$ cat config.mk
export PLATFORM = sky130hd
export DESIGN_NAME = mem_port_arbiter
export DESIGN_NICKNAME = d
export VERILOG_FILES = /design/src/rtl/cpu_mem_pkg.sv /design/src/rtl/rr_arb2.sv /design/src/rtl/mem_port_arbiter.sv
export SDC_FILE = /design/constraint.sdc
export NUM_CORES = 1
export LEC_CHECK = 0
export CAP_MARGIN = 20
export CORE_MARGIN = 4
export CORE_UTILIZATION = 30
export DETAILED_ROUTE_END_ITERATION = 7
export GPL_TIMING_DRIVEN = 1
export PLACE_DENSITY = 0.64
export SYNTH_ARGS = -nofsm -noshare
export SYNTH_HDL_FRONTEND = slang
export SYNTH_SLANG_ARGS = --single-unit
$ cat constraint.sdc
create_clock -name clk -period 2.65 [get_ports clk]
set_clock_uncertainty 0.2 [all_clocks]
set_input_delay 0.795 -clock clk [delete_from_list [all_inputs] [get_ports clk]]
set_output_delay 0.795 -clock clk [all_outputs]
set_load 0.02 [all_outputs]
$ cat src/rtl/cpu_mem_pkg.sv
// Shared definitions for the memory-port arbiter: FSM encoding, owner
// constants and default bus widths.
package cpu_mem_pkg;

    localparam int unsigned AW_DEF = 16;
    localparam int unsigned DW_DEF = 8;
    localparam int unsigned WW_DEF = 4;

    typedef enum logic [1:0] {
        IDLE   = 2'd0,
        ACCESS = 2'd1,
        DONE   = 2'd2
    } state_e;

    localparam logic OWN_CPU = 1'b0;
    localparam logic OWN_DBG = 1'b1;

endpackage

$ cat src/rtl/rr_arb2.sv
// Two-way round-robin grant: a lone request wins outright, a tie goes to
// whichever port was not granted last.
module rr_arb2
    import cpu_mem_pkg::*;
(
    input  logic cpu_req,
    input  logic dbg_req,
    input  logic last_grant,
    output logic gnt_valid_c,
    output logic gnt_owner_c
);

    always_comb begin
        gnt_valid_c = cpu_req | dbg_req;
        gnt_owner_c = OWN_CPU;
        if (cpu_req && dbg_req) begin
            gnt_owner_c = ~last_grant;
        end else if (dbg_req) begin
            gnt_owner_c = OWN_DBG;
        end
    end

endmodule

$ cat src/rtl/mem_port_arbiter.sv
// Shares one external memory port between the CPU and the debug/loader port.
// Each granted access runs wait_cfg+1 strobe cycles then a one-cycle ack.
module mem_port_arbiter
    import cpu_mem_pkg::*;
#(
    parameter int unsigned AW = AW_DEF,
    parameter int unsigned DW = DW_DEF,
    parameter int unsigned WW = WW_DEF
) (
    input  logic          clk,
    input  logic          rst,
    input  logic [WW-1:0] wait_cfg,
    input  logic          cpu_req,
    input  logic          cpu_we,
    input  logic [AW-1:0] cpu_addr,
    input  logic [DW-1:0] cpu_wdata,
    output logic [DW-1:0] cpu_rdata,
    output logic          cpu_ack,
    input  logic          dbg_req,
    input  logic          dbg_we,
    input  logic [AW-1:0] dbg_addr,
    input  logic [DW-1:0] dbg_wdata,
    output logic [DW-1:0] dbg_rdata,
    output logic          dbg_ack,
    output logic [AW-1:0] mem_addr,
    output logic [DW-1:0] mem_wdata,
    input  logic [DW-1:0] mem_rdata,
    output logic          mem_read,
    output logic          mem_write,
    output logic          busy,
    output logic          owner
);

    state_e        state, state_nxt;
    logic [WW-1:0] cnt, cnt_nxt;
    logic          we_q, we_nxt;
    logic          last_grant, last_nxt;
    logic          owner_nxt;
    logic [AW-1:0] addr_nxt;
    logic [DW-1:0] wdata_nxt;
    logic          read_nxt, write_nxt;
    logic          cpu_ack_nxt, dbg_ack_nxt;
    logic [DW-1:0] cpu_rdata_nxt, dbg_rdata_nxt;
    logic          busy_nxt;
    logic          gnt_valid_c, gnt_owner_c;

    rr_arb2 u_arb (
        .cpu_req     (cpu_req),
        .dbg_req     (dbg_req),
        .last_grant  (last_grant),
        .gnt_valid_c (gnt_valid_c),
        .gnt_owner_c (gnt_owner_c)
    );

    // Next-state and next-output logic; strobes/acks are rebuilt every cycle.
    always_comb begin
        state_nxt     = state;
        cnt_nxt       = cnt;
        we_nxt        = we_q;
        last_nxt      = last_grant;
        owner_nxt     = owner;
        addr_nxt      = mem_addr;
        wdata_nxt     = mem_wdata;
        read_nxt      = 1'b0;
        write_nxt     = 1'b0;
        cpu_ack_nxt   = 1'b0;
        dbg_ack_nxt   = 1'b0;
        cpu_rdata_nxt = cpu_rdata;
        dbg_rdata_nxt = dbg_rdata;

        case (state)
            IDLE: begin
                if (gnt_valid_c) begin
                    owner_nxt = gnt_owner_c;
                    last_nxt  = gnt_owner_c;
                    we_nxt    = (gnt_owner_c == OWN_DBG) ? dbg_we    : cpu_we;
                    addr_nxt  = (gnt_owner_c == OWN_DBG) ? dbg_addr  : cpu_addr;
                    wdata_nxt = (gnt_owner_c == OWN_DBG) ? dbg_wdata : cpu_wdata;
                    cnt_nxt   = wait_cfg;
                    read_nxt  = ~we_nxt;
                    write_nxt = we_nxt;
                    state_nxt = ACCESS;
                end
            end
            ACCESS: begin
                if (cnt == '0) begin
                    // Last strobe cycle: mem_rdata is valid now.
                    if (!we_q) begin
                        if (owner == OWN_DBG) begin
                            dbg_rdata_nxt = mem_rdata;
                        end else begin
                            cpu_rdata_nxt = mem_rdata;
                        end
                    end
                    cpu_ack_nxt = (owner == OWN_CPU);
                    dbg_ack_nxt = (owner == OWN_DBG);
                    state_nxt   = DONE;
                end else begin
                    cnt_nxt   = cnt - WW'(1);
                    read_nxt  = ~we_q;
                    write_nxt = we_q;
                end
            end
            DONE: begin
                state_nxt = IDLE;
            end
            default: begin
                state_nxt = IDLE;
            end
        endcase

        busy_nxt = (state_nxt != IDLE);
    end

    // State and registered outputs.
    always_ff @(posedge clk or negedge rst) begin
        if (!rst) begin
            state      <= IDLE;
            cnt        <= '0;
            we_q       <= 1'b0;
            last_grant <= OWN_DBG;
            owner      <= OWN_CPU;
            mem_addr   <= '0;
            mem_wdata  <= '0;
            mem_read   <= 1'b0;
            mem_write  <= 1'b0;
            cpu_ack    <= 1'b0;
            dbg_ack    <= 1'b0;
            cpu_rdata  <= '0;
            dbg_rdata  <= '0;
            busy       <= 1'b0;
        end else begin
            state      <= state_nxt;
            cnt        <= cnt_nxt;
            we_q       <= we_nxt;
            last_grant <= last_nxt;
            owner      <= owner_nxt;
            mem_addr   <= addr_nxt;
            mem_wdata  <= wdata_nxt;
            mem_read   <= read_nxt;
            mem_write  <= write_nxt;
            cpu_ack    <= cpu_ack_nxt;
            dbg_ack    <= dbg_ack_nxt;
            cpu_rdata  <= cpu_rdata_nxt;
            dbg_rdata  <= dbg_rdata_nxt;
            busy       <= busy_nxt;
        end
    end

endmodule

==> implementation parameters, run 1 <==
Parameter                              Value

Outcome
  Status    finished clean

Setup path
  Launching instance or port of the critical path    owner
  Critical path capture point type    primary output
  CP top delay family    buffers and inverters
  Crit-path slowest cell    sky130_fd_sc_hd__clkdlybuf4s50_1
  Largest fanout on the critical path    6
  Stages on worst setup path    1
  Critical-path cell list    clkdlybuf4s50_1
  Arrival @ worst endpoint    1.37 ns
  Worst Setup Path Type    reg -> out
  Required arrival time at the worst endpoint    1.66 ns
  Number of cell instances on the worst register-to-register path    6
  Worst R2R Start    cnt[0]
  Bufs and invs on worst path    1
  Startpoint type of the worst setup path    flip-flop
  Longest individual stage delay on the worst path    0.65 ns

Floorplan
  Overall die width    96.97 um
  Starting utilization of the core area    30.73%
  Die outline height    96.97 um
  Number of rows in the core area    32
  Ports    112
  Core region area    7727 um^2
  Die area    9403 um^2

CTS
  Setup Buffers After CTS    0
  Register clock-pin slew on the reported worst setup and hold paths    0.10 ns
  Buffers from clock root to sink, at most    2
  Post-CTS Hold Fix Bufs    0
  TritonCTS clock tree    yes
  Clock insertion delay at the later pin of the skew report    0.30 ns
  CTS Sinks    54
  CTS root buffer    sky130_fd_sc_hd__clkbuf_8
  Post-cts repair resize count    0
  Number of buffers created by CTS    5
  H-tree Lvls    2

STA
  Portion of the clock cycle consumed by the worst path in the final layout    89.43%
  Transition time of the tightest slew-check pin    0.5286 ns
  Remaining max-slew budget at the tightest pin    64.76%
  Max-slew violation count    0
  Final Hold Violating Endpoints    0
  Setup-failing EPs final    0
  Final worst path period need    2.370 ns
  F_max    0.4219 GHz
  Setup total negative slack    0 ns
  Setup repair after global routing missed its margin    no

Pwr
  Post-layout total power    4.184 mW
  Power Dens Cells    1112 nW/um^2
  Largest voltage drop on the vdd net    0.3172 mV
  Leakage Power    1.625 nW

Drt
  Vias after detailed routing    1,857
  1st-iter DRT viols    28
  Average via count per standard cell    4.453
  Aggregate routed wire length    5.586 mm
  Drc violations    0
  Number of iterations in the first detailed-routing pass    4
  Remaining antenna violation count after routing    0
  Routed wire length per instance    13.40 um

Placement
  Final RePlAce weighted congestion    0.7080
  I/O Buffers    111
  Detailed-placement wirelength estimate    4.183 mm
  Placed insts    409

Yosys
  Net count after synthesis    268
  Cell type with the largest total area after synthesis    sky130_fd_sc_hd__dfrtp_1
  Number of distinct library cells after synthesis    37
  Number of flip-flops and latches in the synthesized netlist    54
  Gate count of the mapped netlist    201
  Synth warn    0
  Seq/Total Area, Yosys    56.95%
  Average footprint of a synthesized cell    11.81 um^2
  Post-synth design cell area    2375 um^2
  Post-synth top area share    55.85%
  Leading post-synthesis cells by cell area    sky130_fd_sc_hd__dfrtp_1, sky130_fd_sc_hd__mux2i_1, sky130_fd_sc_hd__o21ai_0

Global route
  First-pass GRT wire length    9.239 mm
  Initial antenna violation count    0
  Vias in the first global route    1,881
  All-layer global routing usage    11.92%
  Maximum number of pins on one net before global-route repair    55
  Residual overflow from global routing    0

Layout
  Area of the multi-input gates    972.2 um^2
  Synthesis-to-layout area growth    58.38%
  Number of fillers in the final layout    706
  Fraction of final layout cells with drive strength greater than 1    12.70%
  Final nets    381
  Non-Filler Instances    417
  Number of diodes added for antenna fixing    0
  Register Area    1353 um^2
  Commonest cells after routing, fill and taps aside    sky130_fd_sc_hd__clkdlybuf4s50_1, sky130_fd_sc_hd__dfrtp_1, sky130_fd_sc_hd__nand2_1, sky130_fd_sc_hd__o21ai_0, sky130_fd_sc_hd__mux2i_1
  Most common cell after layout, fill and taps aside    sky130_fd_sc_hd__clkdlybuf4s50_1

Job
  Maximum Capacitance Violations    0

Hold path
  Hold Crit Class    in -> async
## worst reg2reg max path: stages (launching register included)
cell,delay (ns)
sky130_fd_sc_hd__dfrtp_1,0.41
sky130_fd_sc_hd__inv_1,0.09
sky130_fd_sc_hd__ha_1,0.23
sky130_fd_sc_hd__nor3b_4,0.28
sky130_fd_sc_hd__nand2_2,0.09
sky130_fd_sc_hd__or3_1,0.55
sky130_fd_sc_hd__mux2_4,0.38
## synthesized netlist by cell type
master and n:
sky130_fd_sc_hd__buf_2 1, sky130_fd_sc_hd__or2_2 1, sky130_fd_sc_hd__nor2b_2 1, sky130_fd_sc_hd__clkbuf_1 5, sky130_fd_sc_hd__o221a_2 1, sky130_fd_sc_hd__a21boi_0 1, sky130_fd_sc_hd__o31ai_1 1, sky130_fd_sc_hd__or3_1 1
sky130_fd_sc_hd__a31oi_1 1, sky130_fd_sc_hd__nor3b_4 1, sky130_fd_sc_hd__nor2_1 5, sky130_fd_sc_hd__mux2_2 8, sky130_fd_sc_hd__mux2_4 8, sky130_fd_sc_hd__o21ai_1 1, sky130_fd_sc_hd__nand2_2 1, sky130_fd_sc_hd__buf_6 2
sky130_fd_sc_hd__ha_1 1, sky130_fd_sc_hd__nand3b_1 1, sky130_fd_sc_hd__a22o_1 1, sky130_fd_sc_hd__o211ai_1 1, sky130_fd_sc_hd__dfrtp_1 53, sky130_fd_sc_hd__nand2_1 30, sky130_fd_sc_hd__o22ai_1 1, sky130_fd_sc_hd__a211oi_1 1
sky130_fd_sc_hd__nand3_1 2, sky130_fd_sc_hd__o21ai_0 27, sky130_fd_sc_hd__and3_2 1, sky130_fd_sc_hd__mux2i_1 25, sky130_fd_sc_hd__or3b_2 1, sky130_fd_sc_hd__buf_4 2, sky130_fd_sc_hd__o21a_1 1, sky130_fd_sc_hd__nand2b_1 2
sky130_fd_sc_hd__inv_1 3, sky130_fd_sc_hd__nor3_1 2, sky130_fd_sc_hd__o21bai_1 1, sky130_fd_sc_hd__dfstp_2 1, sky130_fd_sc_hd__a21oi_1 5
## metrics by stage
step / setup slack, ns / hold WS, ns / utilization, % / area [um^2]
6_report: 0.2800 / 0.2785 / 48.67 / 3761
5_1_grt: 0.1766 / 0.2782 / 48.67 / 3761
2_1_floorplan: 0.6392 / 0.2509 / - / 2375
4_1_cts: 0.2552 / 0.2764 / 48.67 / 3761
3_5_place_dp: 0.08271 / 0.2691 / 47.17 / 3645
3_3_place_gp: 0.1327 / 0.2613 / 47.17 / 3645
## path summary, 6_finish.rpt
| check | to | slack (ns) |
|---|---|---|
| worst max-delay path | owner | 0.28 |
| worst min-delay path | cnt[0] | 0.28 |
| worst max register to register | cpu_rdata[7] | 0.31 |
| worst min register to register | mem_addr[14] | 0.28 |
| max in group asynchronous | last_grant | 1.69 |
| min in group clk | mem_addr[14] | 0.28 |
## cell type report
cell class | count | share of cell area (%)
Sequential cell | 54 | 35.96
Multi-Input combinational cell | 134 | 25.85
Clock inverter | 3 | 1.264
Clock buffer | 5 | 1.830
Timing Repair Buffer | 116 | 31.40
Tap cell | 102 | 3.393
Inverter | 3 | 0.2994
## layer usage
| metal | part of all wire (%) | up-vias | global-route usage, % |
|---|---|---|---|
| met4 | 0.95 | 0 | 3.240 |
| met3 | 8.4 | 6 | 4.758 |
| met5 | 0 | - | 0 |
| met2 | 47 | 75 | 19.75 |
| li1 | - | 925 | - |
| met1 | 43 | 851 | 14.38 |
## sequential cells by signal, indices dropped and copies added, names as in the netlist, 2 cells and up
signal     count
mem_wdata      8
cnt            4
mem_addr      16
state          2
dbg_rdata      8
cpu_rdata      8
## where the power goes
group / switching, mW / internal (mW)
combinational: 1.05 / 1.10
sequential: 0.237 / 1.23
clock: 0.279 / 0.289
## cell families after synthesis
group           Yosys count  synth area share [%]
simple gates             49                 9.854
flops                    54                 56.95
compound gates           43                 10.22
fa+ha+maj                 1                0.5268
mux                      41                 19.39
buf+inv                  13                 3.055
Power figures use the tool's default switching activity.
==> inputs of run 2 (changes only) <==
Settings changed: CORE_ASPECT_RATIO set to 1.25, SETUP_SLACK_MARGIN set to 0.2.
==> run 2 against run 1 <==
Non-clock buffer count is 2 higher. Critical path depth stayed put. Die area is 0.10% higher. Core utilization is 0.30 points lower. Cell area is 0.37% lower. Critical path type unchanged. Highest routed layer unchanged.
==> implementation parameters, run 2 (synthesis results as in run 1) <==
Parameter                              Value

Outcome
  Status    finished clean

STA
  Setup repair after global routing missed its margin    yes
  F_max    0.4169 GHz
  Final WS setup    0.2516 ns
  Setup total negative slack    0 ns
  Final worst path period need    2.398 ns
  Transition time of the tightest slew-check pin    0.4474 ns
  Setup-failing EPs final    0
  Final Hold Violating Endpoints    0
  Remaining max-slew budget at the tightest pin    70.08%
  Final hold slack    0.2029 ns
  Portion of the clock cycle consumed by the worst path in the final layout    90.51%
  Max-slew violation count    0

Setup path
  Bufs and invs on worst path    1
  Crit-path slowest cell    sky130_fd_sc_hd__clkdlybuf4s50_1
  Largest fanout on the critical path    6
  Worst Setup Path Type    reg -> out
  Longest individual stage delay on the worst path    0.65 ns
  Startpoint type of the worst setup path    flip-flop
  Arrival @ worst endpoint    1.40 ns
  Required arrival time at the worst endpoint    1.66 ns
  Critical-path cell list    clkdlybuf4s50_1
  CP top delay family    buffers and inverters
  Critical path capture point type    primary output

Drt
  Number of iterations in the first detailed-routing pass    3
  Drc violations    0
  Routed wire length per instance    14.59 um
  1st-iter DRT viols    92
  Average via count per standard cell    4.578
  Remaining antenna violation count after routing    0
  Vias after detailed routing    1,886
  Aggregate routed wire length    6.010 mm

CTS
  CTS root buffer    sky130_fd_sc_hd__clkbuf_8
  Register clock-pin slew on the reported worst setup and hold paths    0.09 ns
  Buffers from clock root to sink, at most    2
  Number of buffers created by CTS    5
  TritonCTS clock tree    yes
  Setup Buffers After CTS    0
  H-tree Lvls    2
  Post-CTS Hold Fix Bufs    0
  CTS Sinks    54
  Clock insertion delay at the later pin of the skew report    0.30 ns

Floorplan
  Number of rows in the core area    36
  Starting utilization of the core area    30.65%
  Die outline height    107.5 um
  Overall die width    87.58 um
  Core region area    7747 um^2
  Ports    112
  Die area    9413 um^2

Placement
  I/O Buffers    111
  Post-Place Setup Slack    0.08924 ns
  Cell area reported after detailed placement    3651 um^2
  Final RePlAce weighted congestion    0.8211
  Detailed-placement wirelength estimate    4.679 mm

Global route
  Residual overflow from global routing    0
  Maximum number of pins on one net before global-route repair    47
  Vias in the first global route    1,993
  First-pass GRT wire length    9.708 mm
  Initial antenna violation count    0
  All-layer global routing usage    13.08%

Layout
  Max FFs per register    16
  Final std cell area, no fill    3747 um^2
  Top reg by flops    mem_addr
  Commonest cells after routing, fill and taps aside    sky130_fd_sc_hd__clkdlybuf4s50_1, sky130_fd_sc_hd__dfrtp_1, sky130_fd_sc_hd__nand2_1, sky130_fd_sc_hd__o21ai_0, sky130_fd_sc_hd__mux2i_1
  Number of fillers in the final layout    765
  Most common cell after layout, fill and taps aside    sky130_fd_sc_hd__clkdlybuf4s50_1
  Final nets    383
  Fraction of final layout cells with drive strength greater than 1    13.25%
  Synthesis-to-layout area growth    57.80%
  Number of diodes added for antenna fixing    0

Pwr
  Leakage Power    1.626 nW
  Largest voltage drop on the vdd net    0.5059 mV
  Post-layout total power    4.124 mW
  Power Dens Cells    1100 nW/um^2

Hold path
  Hold Crit Class    in -> async

Job
  Maximum Capacitance Violations    0
run 2: cell types whose count changed in the layout (fill, tap and decap cells not counted), sizes merged:
cell	delta
bufinv	-1
clkbuf	+2
buf	+2
inv	-2
clkinv	+1
run 2: power by group:
group	switching [mW]	leakage [nW]	internal, mW
clock network	0.258	0.0482	0.212
logic	1.06	0.925	1.12
registers	0.248	0.653	1.23
run 2: what timing repair did:
item                                    in CTS  in global routing
gates resized for setup                      0                  1
endpoints found under the hold margin        0                  0
endpoints found under the setup margin       0                  8
run 2: per-layer routing:
metal	global-route usage [%]	vias to the layer above	wire (um)
li1	-	926	-
met5	0	-	0
met1	16.61	883	2553
met3	4.211	5	483
met2	21.55	72	2918
met4	2.961	0	55
run 2: path summary, 6_finish.rpt:
kind                                end  slack (ns)   startpoint  depth (start not counted)
hold / removal                  dbg_ack        0.20          rst                          1
hold reg to reg             mem_addr[3]        0.29  mem_addr[3]                          2
setup / recovery                  owner        0.25        owner                          1
setup reg to reg           dbg_rdata[1]        0.45       cnt[0]                          7
min in group clk            mem_addr[3]        0.29  mem_addr[3]                          2
max in group asynchronous    last_grant        1.42          rst                          2
run 2: area by class of cell:
cell class,count,area (um^2),area share [%]
Multi-Input combinational cell,134,977.2,26.08
Clock buffer,7,86.33,2.304
Timing Repair Buffer,118,1196,31.92
Clock inverter,1,5.005,0.1336
Inverter,3,11.26,0.3005
Tap cell,95,118.9,3.172
Sequential cell,54,1353,36.09
run 2: per-stage QoR:
step           cells  utilization [%]
2_1_floorplan    201                -
3_3_place_gp     404            47.13
3_5_place_dp     404            47.13
4_1_cts          412            48.30
5_1_grt          412            48.37
6_report         412            48.37
